**src/rtl/sram_arb_pkg.sv**
```systemverilog
// Shared types and opcode constants for the SRAM request arbiter.
package sram_arb_pkg;

  typedef enum logic [1:0] {
    IDLE     = 2'd0,
    ISSUE    = 2'd1,
    WAIT_RSP = 2'd2
  } arb_state_t;

  localparam logic [3:0] OFFER_WRITE = 4'h0;
  localparam logic [3:0] OFFER_READ  = 4'h1;

endpackage

```
**src/rtl/rr_priority_picker.sv**
```systemverilog
// Combinational round-robin picker: first set request at or above ptr, with wrap.
module rr_priority_picker #(
  parameter int unsigned N  = 4,
  parameter int unsigned IW = $clog2(N)
) (
  input  logic [N-1:0]  req,
  input  logic [IW-1:0] ptr,
  output logic          any,
  output logic [IW-1:0] idx
);

  logic [IW-1:0] cand;

  always_comb begin
    any  = 1'b0;
    idx  = '0;
    cand = '0;
    for (int unsigned k = 0; k < N; k++) begin
      cand = IW'((32'(ptr) + k) % N);
      if (!any && req[cand]) begin
        any = 1'b1;
        idx = cand;
      end
    end
  end

endmodule

```
**src/rtl/sram_request_arbiter.sv**
```systemverilog
// Round-robin arbiter feeding one SRAM state machine; one transaction outstanding,
// read responses routed back to the granted requester with a timeout.
module sram_request_arbiter
  import sram_arb_pkg::*;
#(
  parameter int unsigned NUM_REQ = 4,
  parameter int unsigned DATA_W  = 16,
  parameter int unsigned OFFER_W = 4,
  parameter int unsigned TIMEOUT = 255
) (
  input  logic                       CLK,
  input  logic                       ASYNCRESETN,
  input  logic [NUM_REQ-1:0]         req_valid,
  input  logic [NUM_REQ*OFFER_W-1:0] req_offer,
  input  logic [NUM_REQ*DATA_W-1:0]  req_data,
  output logic [NUM_REQ-1:0]         req_ready,
  output logic [NUM_REQ-1:0]         resp_valid,
  output logic [DATA_W-1:0]          resp_data,
  output logic                       resp_err,
  output logic                       sm_cmd_valid,
  input  logic                       sm_cmd_ready,
  output logic [OFFER_W-1:0]         sm_cmd_offer,
  output logic [DATA_W-1:0]          sm_cmd_data,
  input  logic                       sm_rsp_valid,
  input  logic [DATA_W-1:0]          sm_rsp_data,
  output logic                       sm_rsp_ready,
  output logic                       stray_rsp
);

  localparam int unsigned IW = $clog2(NUM_REQ);
  localparam int unsigned TW = $clog2(TIMEOUT + 1);

  arb_state_t         state, state_nx;
  logic               pick_any;
  logic [IW-1:0]      pick_idx;
  logic [IW-1:0]      grant_q, ptr_q;
  logic [OFFER_W-1:0] offer_q, pick_offer;
  logic [DATA_W-1:0]  data_q, pick_data;
  logic [TW-1:0]      timer_q;
  logic [NUM_REQ-1:0] resp_valid_q;
  logic [DATA_W-1:0]  resp_data_q;
  logic               resp_err_q, stray_q;
  logic               capture, start_timer, rsp_ok, rsp_to;
  logic [NUM_REQ-1:0] req_ready_c;

  rr_priority_picker #(.N(NUM_REQ), .IW(IW)) u_picker (
    .req (req_valid),
    .ptr (ptr_q),
    .any (pick_any),
    .idx (pick_idx)
  );

  // Select the winner's offer/data slice with constant part-selects.
  always_comb begin
    pick_offer = '0;
    pick_data  = '0;
    for (int unsigned i = 0; i < NUM_REQ; i++) begin
      if (pick_idx == IW'(i)) begin
        pick_offer = req_offer[i*OFFER_W +: OFFER_W];
        pick_data  = req_data[i*DATA_W +: DATA_W];
      end
    end
  end

  always_ff @(posedge CLK or negedge ASYNCRESETN) begin
    if (!ASYNCRESETN) state <= IDLE;
    else              state <= state_nx;
  end

  always_comb begin
    state_nx    = state;
    req_ready_c = '0;
    capture     = 1'b0;
    start_timer = 1'b0;
    rsp_ok      = 1'b0;
    rsp_to      = 1'b0;
    case (state)
      IDLE: begin
        if (pick_any) begin
          req_ready_c = NUM_REQ'(1) << pick_idx;
          capture     = 1'b1;
          state_nx    = ISSUE;
        end
      end
      ISSUE: begin
        if (sm_cmd_ready) begin
          if (offer_q == OFFER_W'(OFFER_READ)) begin
            start_timer = 1'b1;
            state_nx    = WAIT_RSP;
          end else begin
            state_nx = IDLE;
          end
        end
      end
      WAIT_RSP: begin
        // A response landing on the final timer cycle beats the timeout.
        if (sm_rsp_valid) begin
          rsp_ok   = 1'b1;
          state_nx = IDLE;
        end else if (timer_q == TW'(TIMEOUT - 1)) begin
          rsp_to   = 1'b1;
          state_nx = IDLE;
        end
      end
      default: state_nx = IDLE;
    endcase
  end

  always_ff @(posedge CLK or negedge ASYNCRESETN) begin
    if (!ASYNCRESETN) begin
      grant_q      <= '0;
      ptr_q        <= '0;
      offer_q      <= '0;
      data_q       <= '0;
      timer_q      <= '0;
      resp_valid_q <= '0;
      resp_data_q  <= '0;
      resp_err_q   <= 1'b0;
      stray_q      <= 1'b0;
    end else begin
      resp_valid_q <= '0;
      if (capture) begin
        grant_q <= pick_idx;
        offer_q <= pick_offer;
        data_q  <= pick_data;
        ptr_q   <= (pick_idx == IW'(NUM_REQ - 1)) ? '0 : pick_idx + IW'(1);
      end
      if (start_timer)             timer_q <= '0;
      else if (state == WAIT_RSP)  timer_q <= timer_q + TW'(1);
      if (rsp_ok) begin
        resp_valid_q <= NUM_REQ'(1) << grant_q;
        resp_data_q  <= sm_rsp_data;
        resp_err_q   <= 1'b0;
      end else if (rsp_to) begin
        resp_valid_q <= NUM_REQ'(1) << grant_q;
        resp_data_q  <= '0;
        resp_err_q   <= 1'b1;
      end
      if (sm_rsp_valid && state != WAIT_RSP) stray_q <= 1'b1;
    end
  end

  assign req_ready    = req_ready_c;
  assign sm_cmd_valid = (state == ISSUE);
  assign sm_cmd_offer = offer_q;
  assign sm_cmd_data  = data_q;
  assign sm_rsp_ready = (state == WAIT_RSP);
  assign resp_valid   = resp_valid_q;
  assign resp_data    = resp_data_q;
  assign resp_err     = resp_err_q;
  assign stray_rsp    = stray_q;

endmodule

```
**config.mk**
```make
export PLATFORM = sky130hd
export DESIGN_NAME = sram_request_arbiter
export DESIGN_NICKNAME = d
export VERILOG_FILES = /design/src/rtl/sram_arb_pkg.sv /design/src/rtl/rr_priority_picker.sv /design/src/rtl/sram_request_arbiter.sv
export SDC_FILE = /design/constraint.sdc
export NUM_CORES = 1
export LEC_CHECK = 0
export ABC_AREA = 1
export CORE_MARGIN = 2
export CORE_UTILIZATION = 37
export DETAILED_ROUTE_END_ITERATION = 12
export GPL_TIMING_DRIVEN = 0
export PLACE_DENSITY = 0.8
export SLEW_MARGIN = 0
export SYNTH_ARGS = -nofsm -noshare
export SYNTH_HDL_FRONTEND = slang
export SYNTH_SLANG_ARGS = --single-unit
```
**constraint.sdc**
```tcl
create_clock -name CLK -period 2.4 [get_ports CLK]
set_input_delay 0.6 -clock CLK [delete_from_list [all_inputs] [get_ports CLK]]
set_output_delay 0.6 -clock CLK [all_outputs]
set_load 0.1 [all_outputs]
```
Yosys cells after proc, flatten, opt, wreduce, memory -nomap -nowiden
Index checks and enable logic that the tools add are counted.

storage, ports and cells
  bits in registers = 56
  bits of input ports = 104
  output and inout bits = 48
  logic and storage cells = 95

cells by class
  add/subtract/negate cells = 5
  order comparisons = 4
  eq/ne operators = 11
  shifts and indexed selects = 2
  mux-type cells = 51
  reductions and logical operators = 12

operators by type and width
  operator                                                     count
  2-to-1 mux 16 bit                                            6
  2-to-1 mux 4 bit                                             8
  2-to-1 mux 1 bit                                             20
  2-to-1 mux 2 bit                                             10
  2-to-1 mux 8 bit                                             2
  less-than comparator 2 x 3 -> 1 bit (second input constant)  4
  adder 8 x 1 -> 8 bit (second input constant)                 1
  binary-select mux 1 bit (select 2 bit)                       4
  equality test 8 bit (second input constant)                  1
  left shift 1 x 2 -> 4 bit (first input constant)             2
  equality test 2 bit (second input constant)                  3
  one-hot mux 2 bit (3 select lines)                           1
  adder 2 x 1 -> 2 bit (second input constant)                 2
  adder 2 bit (second input constant)                          2
  equality test 2 x 1 -> 1 bit (second input constant)         2
  equality test 4 x 1 -> 1 bit (second input constant)         1
  logical AND 1 bit                                            4
  logical NOT 2 bit                                            2
  != test 2 bit (second input constant)                        2
  nonzero test 2 bit                                           2
  logical NOT 1 bit                                            3
  != test 3 x 2 -> 1 bit (second input constant)               1
  AND reduction 3 bit                                          1
  != test 2 x 1 -> 1 bit (second input constant)               1

Longest topological paths before layout
  word-level depth = 17
  depth in mapped cells = 20

Hierarchy
A second synthesis with hierarchy kept.

unflattened totals
  cells, all modules = 466
  area total of the unflattened synthesis = 3403.3 µm²

modules (own cells, without submodules)
  module                instances  cells an instance  area each (µm²)  sequential area each (µm²)
  sram_request_arbiter  1          407                3084.2           1401.3
  rr_priority_picker    1          59                 319.1            0.0

Worst setup path after synthesis
No wires, ideal clock.

  path kind = input-to-output
  from = input req_valid[0]
  to = output req_ready[3]
  arrival = 3.117 ns
  setup slack = -1.317 ns
  cell stages on the path = 13
  path buffers = 1
  cell sequence = inv_1 nand2_1 nand3_1 nand2_2 nor2_8 nand3_1 nand3_1 nand2_1 inv_1 ha_1 clkbuf_1 inv_1 nor2_1

on the way
  word-level cells in the longest chain between the ends = 15
  elaborated cells between the ends (all ways) = 25

ends and longest elaborated chain
  item                                    RTL line                    text
  start: declaration                      sram_request_arbiter.sv:13  input logic [NUM_REQ-1:0] req_valid,
  binary-select mux 1 bit (select 2 bit)  rr_priority_picker.sv:20    if (!any && req[cand]) begin
  2-to-1 mux 1 bit (not written as such)  rr_priority_picker.sv:20
  2-to-1 mux 1 bit                        rr_priority_picker.sv:20
  logical NOT 1 bit                       rr_priority_picker.sv:20
  logical AND 1 bit                       rr_priority_picker.sv:20
  2-to-1 mux 1 bit                        rr_priority_picker.sv:20
  logical NOT 1 bit                       rr_priority_picker.sv:20
  logical AND 1 bit                       rr_priority_picker.sv:20
  2-to-1 mux 1 bit                        rr_priority_picker.sv:20
  logical NOT 1 bit                       rr_priority_picker.sv:20
  logical AND 1 bit                       rr_priority_picker.sv:20
  2-to-1 mux 2 bit (*)                    rr_priority_picker.sv:20
  named net pick_idx[1]                   sram_request_arbiter.sv:35  logic [IW-1:0] pick_idx;
  left shift 1 x 2 -> 4 bit (*)           sram_request_arbiter.sv:80  req_ready_c = NUM_REQ'(1) << pick_idx;
  2-to-1 mux 4 bit (*)                    sram_request_arbiter.sv:79  if (pick_any) begin
  2-to-1 mux 4 bit (*)                    sram_request_arbiter.sv:77  case (state)
  end: declaration                        sram_request_arbiter.sv:16  output logic [NUM_REQ-1:0] req_ready,

Mark *: on every way through the listed nets, which the timed path passes. The rest lies on a longest branch. The select of a mux whose other input is x is not followed.

Worst setup path after layout
  from = register ptr_q[0]
  to = output req_ready[2]

on the way
  word-level cells in the longest chain between the ends = 15
  elaborated cells between the ends (all ways) = 28

ends and longest elaborated chain
  item                                                           RTL line                     text
  start: declaration                                             sram_request_arbiter.sv:36   logic [IW-1:0] grant_q, ptr_q;
  start signal: assignment                                       sram_request_arbiter.sv:126  ptr_q <= (pick_idx == IW'(NUM_REQ - 1)) ? '0 : pick_idx + IW'(1);
  branches (longest 13 deep; another with adder 2 x 1 -> 2 bit)  n/a
  2-to-1 mux 4 bit (*)                                           sram_request_arbiter.sv:79
  2-to-1 mux 4 bit (*)                                           sram_request_arbiter.sv:77

Every way passes the cells marked *. The select of a mux whose other input is x is not followed.

==> impl_metrics.csv <==
group,metric,value,unit
outcome,status,"finished with violations",
outcome,violations,"negative setup slack",
route,drc,0,
sta,fin_ws,-0.5907,ns
route,finalWirelength,10710,um
cts,clock_latency,0.30,ns
die,die_x,96.92,um
synthesis,syn_inst,447,
die,coreArea,8299,um^2
cts,clock-sinks,56,
grt,first_global_vias,3687,
placed_design,place_ws,-1.811,ns
cts,postCtsHoldBufs,0,
worst_setup_path,path_class,"flop to output port",
route,drt-wirelength-per-cell,14.55,um
grt,overflow,0,
final_layout,drive_gt1_share,19.49,%
final_layout,final_util,66.82,%
worst_setup_path,endpoint_kind,"output port",
min_path,hold_class,"primary input to asynchronous set/reset pin",
sta,setup_viol,24,
worst_setup_path,start_kind,"flop",
final_layout,synthToLayoutAreaGrowth,73.60,%
synthesis,synth-async-reset-ratio,100.0,%
sta,max_clock_freq,334.4,MHz
synthesis,synth.ff_latch_count,56,
placed_design,place.gp.congestion,0.8753,
synthesis,synthesis.area,3194,um^2
synthesis,yosysWarnings,0,
synthesis,yosysUniqueCellTypes,30,
cts,path_clk_slew,0.09,ns
worst_setup_path,path_max_fanout,5,
route,drt_first_pass_iters,4,
synthesis,ys.flop_type,"dfrtp_1",
sta,slew_headroom,32.62,%
route,top_layer,"met4",
die,start_util,38.49,%
die,ios,152,
route,wl_met3,582,um
worst_setup_path,slowest_delay,0.41,ns
synthesis,synth_edf_count,0,
job,drv_cap,0,
sta,maxSlewViolCount,0,
route,drt_iter0_markers,164,
synthesis,synthTopCellsByArea,"dfrtp_1, nand2_1, o21ai_0",
route,ant_nets,0,
cts,ctsHtreeMaxLevel,2,
worst_setup_path,crit_required,1.80,ns
sta,hold_viol,0,
grt,track_usage,21.87,%
cts,root_buffer,"clkbuf_8",
synthesis,syn_area_per_cell,7.146,um^2
sta,timing.final.crit_period,2.991,ns
die,dieArea,9393,um^2
cts,cts_tree,"yes",
synthesis,yosysTopAreaCell,"dfrtp_1",
synthesis,synth_common_cells,"nand2_1, dfrtp_1, o21ai_0, nand3_1, a21oi_1",
placed_design,post-dp-hpwl,7606,um
sta,hold_ws,0.1895,ns
route,wl_met2,5687,um
final_layout,layout.nets,740,
synthesis,ys_seq_area_share,43.87,%
route,vias,3691,
synthesis,yosysMostFrequentCell,"nand2_1",
synthesis,syn_nets,557,
cts,cts_max_path_buffers,2,
sta,tightest_slew,1.015,ns
placed_design,place.port_buffers,151,
sta,skew,0.004900,ns
worst_setup_path,slowest_stage,"dfrtp_1",
die,rows,33,
worst_setup_path,worst_ep_arrival_time,2.39,ns
route,via_per_inst,5.015,
grt,grt_pass1_wl,16990,um
route,wl_met1,4213,um
final_layout,antenna_cells,0,
cts,cts-buffers-inserted,5,
sta,period_share,124.6,%
sta,rsz0062_at_grt,"true",
worst_setup_path,cp_cell_sequence,"buf_4, o21ai_1, nand2_1, o21ai_2, nand3_4, nand3_4, buf_4, ha_4, inv_2, clkbuf_8, nor2_4, buf_12",
grt,grt_antenna_before_repair,0,
synthesis,yosys.area.top_type_share,43.87,%
final_layout,num-fill-cells,652,
die,die_h,96.92,um
grt,grt_start_max_net_pins,43,
## kinds of logic after synthesis
| group | Yosys count | synth area share, % |
|---|---|---|
| AND/OR/NAND/NOR | 256 | 33.69 |
| AO/OA/AOI/OAI | 80 | 12.97 |
| multiplexers | 1 | 0.3134 |
| flip-flops | 56 | 43.87 |
| buffers and inverters | 48 | 6.815 |
| adder cells (fa/ha/maj) | 6 | 2.350 |
## worst paths after layout
path	startpoint	endpoint	slack, ns	depth (start not counted)
hold reg to reg	grant_q[0]$_DFFE_PN0P_	resp_valid[0]$_DFF_PN0_	0.46	1
setup / recovery	ptr_q[0]$_DFFE_PN0P_	req_ready[2]	-0.59	12
min in group CLK	grant_q[0]$_DFFE_PN0P_	resp_valid[0]$_DFF_PN0_	0.46	1
setup reg to reg	ptr_q[0]$_DFFE_PN0P_	sm_cmd_offer[3]$_DFFE_PN0P_	-0.39	21
hold / removal	ASYNCRESETN	timer_q[2]$_DFFE_PN0P_	0.19	1
max in group asynchronous	ASYNCRESETN	ptr_q[1]$_DFFE_PN0P_	1.66	2
## metrics by stage
step / TNS (ns) / area, um^2 / instances
3_3_place_gp: -74.07 / 5000 / 703
4_1_cts: -3.414 / 5466 / 732
5_1_grt: -9.749 / 5545 / 736
6_report: -6.665 / 5545 / 736
2_1_floorplan: -1.125 / 3357 / 447
3_5_place_dp: -24.76 / 5015 / 704
## state kept, by name (all words and copies together) (netlist names)
register and count:
resp_valid 4, stray_rsp 1, grant_q 2, sm_cmd_data 16, state 2, resp_data 16, ptr_q 2, sm_cmd_offer 4
resp_err 1, timer_q 8
## metal layers
layer,up-vias,track usage (%)
met5,-,0
met4,0,7.801
met3,19,4.913
met2,144,40.97
met1,1721,24.02
li1,1807,-
## what timing repair did
action / in CTS / in global routing
endpoints found under the setup margin: 65 / 29
pin swaps: 26 / 5
resized for setup: 169 / 18
hold endpoints to repair: 0 / 0
cloned: 3 / 1
buffers inserted: 17 / 3
## cells in the final DEF, fill, tap and decap left out, types with 4 or more instances in the layout
cell,instances
buf_2,4
a21oi_1,18
clkbuf_1,5
inv_1,15
nor2_4,5
nand2_4,12
dfrtp_1,55
dlygate4sd2_1,41
inv_4,4
nand2_1,177
o21ai_0,21
ha_4,4
nor2_1,12
buf_6,6
nand3_4,5
nand2_2,12
nand3_1,17
nand3_2,7
a21oi_2,6
buf_12,5
inv_2,6
buf_4,20
clkdlybuf4s50_1,98
o21ai_1,27
clkbuf_8,13
## area by class of cell
type | instances | area (um^2) | area share (%)
buffer | 20 | 195.2 | 3.520
clock buffer | 7 | 86.33 | 1.557
clock inverter | 1 | 7.507 | 0.1354
inverter | 28 | 122.6 | 2.211
multi-input combinational | 343 | 1866 | 33.64
sequential | 56 | 1403 | 25.29
tap | 105 | 131.4 | 2.369
timing repair buffer | 176 | 1734 | 31.27
## critical path: cells and delay by family, from the launching register on
kind	cells	cell delay [ns]
fa+ha+maj	1	0.15
compound gates	2	0.38
simple gates	4	0.47
buf+inv	5	0.66
flops	1	0.41
Power is left out: the tool's default activity adds up to more than one toggle a clock period on the data nets, which glitch-free logic cannot reach.
